File: config.mk
export PLATFORM = sky130hd
export DESIGN_NAME = trng_cond_sequencer
export DESIGN_NICKNAME = d
export VERILOG_FILES = /design/src/rtl/trng_cond_sequencer.sv
export SDC_FILE = /design/constraint.sdc
export NUM_CORES = 1
export LEC_CHECK = 0
export CAP_MARGIN = 20
export CORE_MARGIN = 2
export CORE_UTILIZATION = 33
export DETAILED_ROUTE_END_ITERATION = 10
export PLACE_DENSITY = 0.61
export SLEW_MARGIN = 20
export SYNTH_ARGS = -nofsm -noshare
export SYNTH_HDL_FRONTEND = slang
export SYNTH_SLANG_ARGS = --single-unit
File: constraint.sdc
create_clock -name clk -period 2.56 [get_ports clk]
set_clock_uncertainty 0.15 [all_clocks]
set_input_delay 0.512 -clock clk [delete_from_list [all_inputs] [get_ports clk]]
set_output_delay 0.512 -clock clk [all_outputs]
set_load 0.05 [all_outputs]
File: src/rtl/trng_cond_sequencer.sv
// trng_cond_sequencer
//   Cycle-level controller for the TRNG conditioning datapath. A start request
//   selects either a register clear (INIT) or 1..3 chained SHA passes over the
//   raw entropy word. A watchdog bounds the time spent waiting for the SHA core.
//
// Ports
//   clk, Reset            clock, synchronous active-high reset
//   TRNG_Go, Op_Type      start request and operation (0=INIT, n=n hash passes)
//   TRNG_Done/Busy/Err    completion pulse, busy level, watchdog error level
//   mux1_sel, mux2_sel    message source selects (0 on the first pass)
//   Hash_Go, Hash_done    SHA core start pulse / completion
//   rst_reg_1, rst_reg_2  message / digest register clear strobes
//   en_reg_1, en_reg_2    message / digest register load enables
//
// All outputs decode registered state only.

module trng_cond_sequencer #(
  parameter int unsigned P_TIMEOUT  = 1023,
  parameter int unsigned P_TO_WIDTH = 10
) (
  input  logic       clk,
  input  logic       Reset,
  input  logic       TRNG_Go,
  input  logic [1:0] Op_Type,
  output logic       TRNG_Done,
  output logic       TRNG_Busy,
  output logic       TRNG_Err,
  output logic       mux1_sel,
  output logic       mux2_sel,
  output logic       Hash_Go,
  input  logic       Hash_done,
  output logic       rst_reg_1,
  output logic       rst_reg_2,
  output logic       en_reg_1,
  output logic       en_reg_2
);

  typedef enum logic [2:0] {
    StIdle,
    StClr,
    StLoad,
    StHash,
    StWait,
    StCapt,
    StDone
  } state_e;

  // Count value seen in the last permitted WAIT cycle.
  localparam logic [P_TO_WIDTH-1:0] WdLast = P_TO_WIDTH'(P_TIMEOUT - 1);

  state_e                  state_q, state_d;
  logic [1:0]              k_q, k_d;
  logic [1:0]              op_q, op_d;
  logic [P_TO_WIDTH-1:0]   wd_q, wd_d;
  logic                    err_q, err_d;
  // One-cycle register clear issued while returning to IDLE on a timeout.
  logic                    to_strobe_q, to_strobe_d;

  always_ff @(posedge clk) begin
    if (Reset) begin
      state_q     <= StIdle;
      k_q         <= '0;
      op_q        <= '0;
      wd_q        <= '0;
      err_q       <= 1'b0;
      to_strobe_q <= 1'b0;
    end else begin
      state_q     <= state_d;
      k_q         <= k_d;
      op_q        <= op_d;
      wd_q        <= wd_d;
      err_q       <= err_d;
      to_strobe_q <= to_strobe_d;
    end
  end

  always_comb begin
    state_d     = state_q;
    k_d         = k_q;
    op_d        = op_q;
    wd_d        = wd_q;
    err_d       = err_q;
    to_strobe_d = 1'b0;
    unique case (state_q)
      StIdle: begin
        if (TRNG_Go) begin
          op_d    = Op_Type;
          k_d     = 2'd1;
          err_d   = 1'b0;
          state_d = (Op_Type == 2'd0) ? StClr : StLoad;
        end
      end
      StClr:  state_d = StDone;
      StLoad: state_d = StHash;
      StHash: begin
        wd_d    = '0;
        state_d = StWait;
      end
      StWait: begin
        // Completion takes priority over an expiring watchdog.
        if (Hash_done) begin
          state_d = StCapt;
        end else if (wd_q == WdLast) begin
          wd_d        = wd_q + 1'b1;
          err_d       = 1'b1;
          to_strobe_d = 1'b1;
          state_d     = StIdle;
        end else begin
          wd_d = wd_q + 1'b1;
        end
      end
      StCapt: begin
        if (k_q == op_q) begin
          state_d = StDone;
        end else begin
          k_d     = k_q + 2'd1;
          state_d = StLoad;
        end
      end
      StDone:  state_d = StIdle;
      default: state_d = StIdle;
    endcase
  end

  logic chained;
  assign chained = (k_q != 2'd1);

  always_comb begin
    TRNG_Done = 1'b0;
    TRNG_Busy = (state_q != StIdle);
    TRNG_Err  = err_q;
    mux1_sel  = 1'b0;
    mux2_sel  = 1'b0;
    Hash_Go   = 1'b0;
    rst_reg_1 = to_strobe_q;
    rst_reg_2 = to_strobe_q;
    en_reg_1  = 1'b0;
    en_reg_2  = 1'b0;
    unique case (state_q)
      StClr: begin
        rst_reg_1 = 1'b1;
        rst_reg_2 = 1'b1;
      end
      StLoad: begin
        en_reg_1 = 1'b1;
        mux1_sel = chained;
        mux2_sel = chained;
      end
      StHash: begin
        Hash_Go  = 1'b1;
        mux1_sel = chained;
        mux2_sel = chained;
      end
      StWait: begin
        mux1_sel = chained;
        mux2_sel = chained;
      end
      StCapt:  en_reg_2 = 1'b1;
      StDone:  TRNG_Done = 1'b1;
      default: ;
    endcase
  end

endmodule

==> results by group <==
Status
  • Outcome: complete, no violations

Die
  • Starting Density: 0.3417
  • I/O Pins: 16
  • Die height: 60.00 µm
  • # rows: 20
  • DIE WIDTH: 60.00 µm
  • Die area: 0.003599 mm²
  • Core Area: 0.003028 mm²

Synth
  • Post-synthesis mux area share: 0.02902
  • Post-Syn Area: 0.001035 mm²
  • Largest family of logic cells by synthesized area: simple AND/OR/NAND/NOR gates
  • Yosys top cell area share: 0.3676
  • Post-Syn Nets: 128
  • Cells after synthesis: 119
  • Post-synthesis area per instance: 8.695 µm²
  • Synth Area in Adders: 0.03628
  • Top post-synthesis cells by area: dfxtp_1 37%, nor2_1 6.9%, xnor2_1 5.9%
  • Post-Synth XOR/XNOR Area: 0.08464
  • Most frequent cells after synthesis: 19 x dfxtp_1, 19 x nor2_1, 10 x nand2_1
  • #FFs+latches synth: 19
  • Syn. warnings: 0
  • Async S/R FF share, synth: 0
  • Compound-Gate Fraction of Synth Area: 0.2007
  • Synth cell types: 37
  • Register area share after synthesis: 0.3676
  • Simple-gate share of the synthesized area: 0.2261
  • Main synth FF type: dfxtp_1
  • Post-synth EDFFs: 0
  • Synth area leader: dfxtp_1

Setup path
  • Register-to-register setup slack: 0.49 ns
  • CP Launch Type: register
  • Critical path required time: 1.90 ns
  • Reg-to-reg endpoint: wd_q[7]$_SDFFE_PP0P_
  • CP Capture Type: output pin
  • Worst reg2reg startpoint: state_q[1]$_SDFFE_PP0P_
  • Max incr delay on CP: 0.53 ns
  • Cell Chain, Critical Path: nand3b_1 > inv_1 > buf_12
  • Critical Path Slowest Stage Cell: dfxtp_1
  • CP arrival: 1.64 ns
  • Setup Crit Path Kind: reg -> out
  • Critical path's top delay family: flip-flops
  • Worst path bufs/invs: 2
  • Worst Reg2Reg Path Length in Cells: 4
  • CP max FO: 11

Worst hold path
  • Hold Path Cell Cnt: 2
  • Worst Hold End: TRNG_Err$_SDFFE_PP0P_
  • Worst min-delay path class: reg -> reg
  • Hold path start: TRNG_Err$_SDFFE_PP0P_

Clocking
  • Deepest clock path buffer count: 2
  • CTS tree: done
  • Clk slew on worst S/H paths: 0.11 ns
  • Clock latency on the worst-skew pair: 0.29 ns
  • CTS root buf: clkbuf_4
  • CTS Buf Count: 3
  • TritonCTS sink count: 19
  • Post-CTS setup repair buffer count: 0
  • H-tree depth: 1

Power
  • Switching Share: 0.4058
  • Leakage: 0.4636 nW
  • Clk pwr share: 0.180
  • VDD IR max: 0.0004359 V
  • Combinational power share: 0.409
  • PD cells: 672.7 mW/mm²
  • NetSw: 0.0003429 W
  • Internal: 0.0005021 W
  • Power share of the sequential group: 0.411

Timing
  • Worst slew pin tran: 0.5243 ns
  • Slew margin rel.: 0.6478
  • Tmin final: 2.305 ns
  • RSZ-0062 raised after global routing: false
  • Final Max Slew Viols: 0
  • Setup TNS: 0 ns
  • Final hold viol count: 0
  • Period utilization: 0.9005
  • Final Setup Violations: 0
  • Fmax: 0.4338 GHz

Job
  • Max Cap Viol: 0

Route
  • Vias per Instance: 4.809
  • Detail Route Antenna Nets: 0
  • Total vias in the final route: 856
  • Iter 0 DRT Violations: 30
  • DRC: 0
  • Per-cell routed wire length: 11.47 µm
  • Drt pass-1 iters: 4
  • Routed WL: 2042 µm

Final layout
  • Diode count: 0
  • Fin nets: 144
  • FF/Latch Area: 380.4 µm²
  • Layout cells sized above 1: 0.1493
  • Area grow syn2layout: 21.40%
  • Area occupied by multi-input gates: 600.6 µm²
  • Fillers: 304
  • Fin cells: 178

Global routing
  • Pin count of the biggest net entering global routing: 15
  • Vias in the first global route: 803
  • Initial antenna violation count: 0
  • GR Overflow Total: 0
  • Total global-route track usage: 0.1287
  • First-pass GRT wire length: 3505 µm

Place
  • RD Place Congestion: 0.7403
  • Post-detail-place hpwl: 1611 µm
  • Post-Place Cells: 174
  • IO Port Bufs: 15
## registers in the layout, indices dropped and copies added, names as in the netlist
signal and cells:
TRNG_Err 1, to_strobe_q 1, k_q 2, state_q 3, op_q 2, wd_q 10
## power by group through the flow
stage | logic [W] | registers [W] | clock network (W)
floorplan | 0.000271 | 0.000343 | 0
global placement | 0.000345 | 0.000353 | 0
detailed placement | 0.000348 | 0.000354 | 0
CTS | 0.000349 | 0.000348 | 0.000161
global route | 0.000375 | 0.000352 | 0.000176
finish | 0.000345 | 0.000347 | 0.000152
## logic make-up after synthesis
logic type      count (synthesis)
compound gates                 24
xor+xnor                       10
fa+ha+maj                       3
buf+inv                        13
flops                          19
mux                             3
simple gates                   47
## per-layer routing
layer  GRT usage  vias up  part of all wire
li1            -      445                 -
met2      0.2189       15              0.48
met5           0        -                 0
met3     0.04762        2             0.045
met1      0.1577      394              0.47
met4     0.01905        0            0.0039
## cell usage in the layout, fill, tap and decap left out, types with 2 or more instances in the layout
master / instances
a2111oi_2: 2
a211oi_1: 4
a21oi_1: 4
buf_4: 11
clkbuf_4: 3
clkdlybuf4s50_1: 6
dfxtp_1: 19
ha_1: 3
inv_1: 5
mux2i_1: 3
nand2_1: 10
nand2b_1: 3
nand3_1: 2
nand3b_1: 2
nor2_1: 19
nor3_1: 3
o2111ai_1: 2
o21bai_1: 2
or3_1: 2
xnor2_1: 7
xor2_1: 3
## worst max path at each step
| stage | endpoint | from | cells after the start |
|---|---|---|---|
| 6_report | Hash_Go | state_q[1]$_SDFFE_PP0P_ | 3 |
| 5_1_grt | Hash_Go | state_q[1]$_SDFFE_PP0P_ | 3 |
| 4_1_cts | TRNG_Done | state_q[1]$_SDFFE_PP0P_ | 3 |
| 3_5_place_dp | wd_q[7]$_SDFFE_PP0P_ | Hash_done | 5 |
| 3_3_place_gp | wd_q[7]$_SDFFE_PP0P_ | Hash_done | 5 |
| 2_1_floorplan | mux2_sel | state_q[2]$_SDFFE_PP0P_ | 4 |
## final cells by class
cell class / instances / area share
timing repair buffer: 19 / 0.1394
sequential: 19 / 0.3028
clock buffer: 4 / 0.02092
multi-input combinational: 87 / 0.4781
inverter: 5 / 0.01494
tap: 44 / 0.04382
## repair_timing
action	in CTS	in global routing
resized for setup	0	1
endpoints found under the setup margin	0	1
hold buffers	0	0
endpoints found under the hold margin	0	0
## worst register-to-register path: stages (launching register included)
cell and delay (ns):
dfxtp_1 0.42, or4b_1 0.72, a2111oi_2 0.46, xnor2_1 0.16, nor2_1 0.05
## through the flow
stage	utilization	hold WS (ns)	instance area, µm²	total power, W	setup slack (ns)
final	0.4149	0.3765	1256	0.0008450	0.2548
after global routing	0.4149	0.4058	1256	0.0009033	0.1132
after CTS	0.4141	0.3855	1254	0.0008580	0.06344
after detailed placement	0.4054	0.3610	1227	0.0007024	0.01552
after global placement	0.4054	0.3519	1227	0.0006981	0.06474
after floorplan	-	0.3297	1039	0.0006140	0.007217
(Power assumes the default switching activity.)
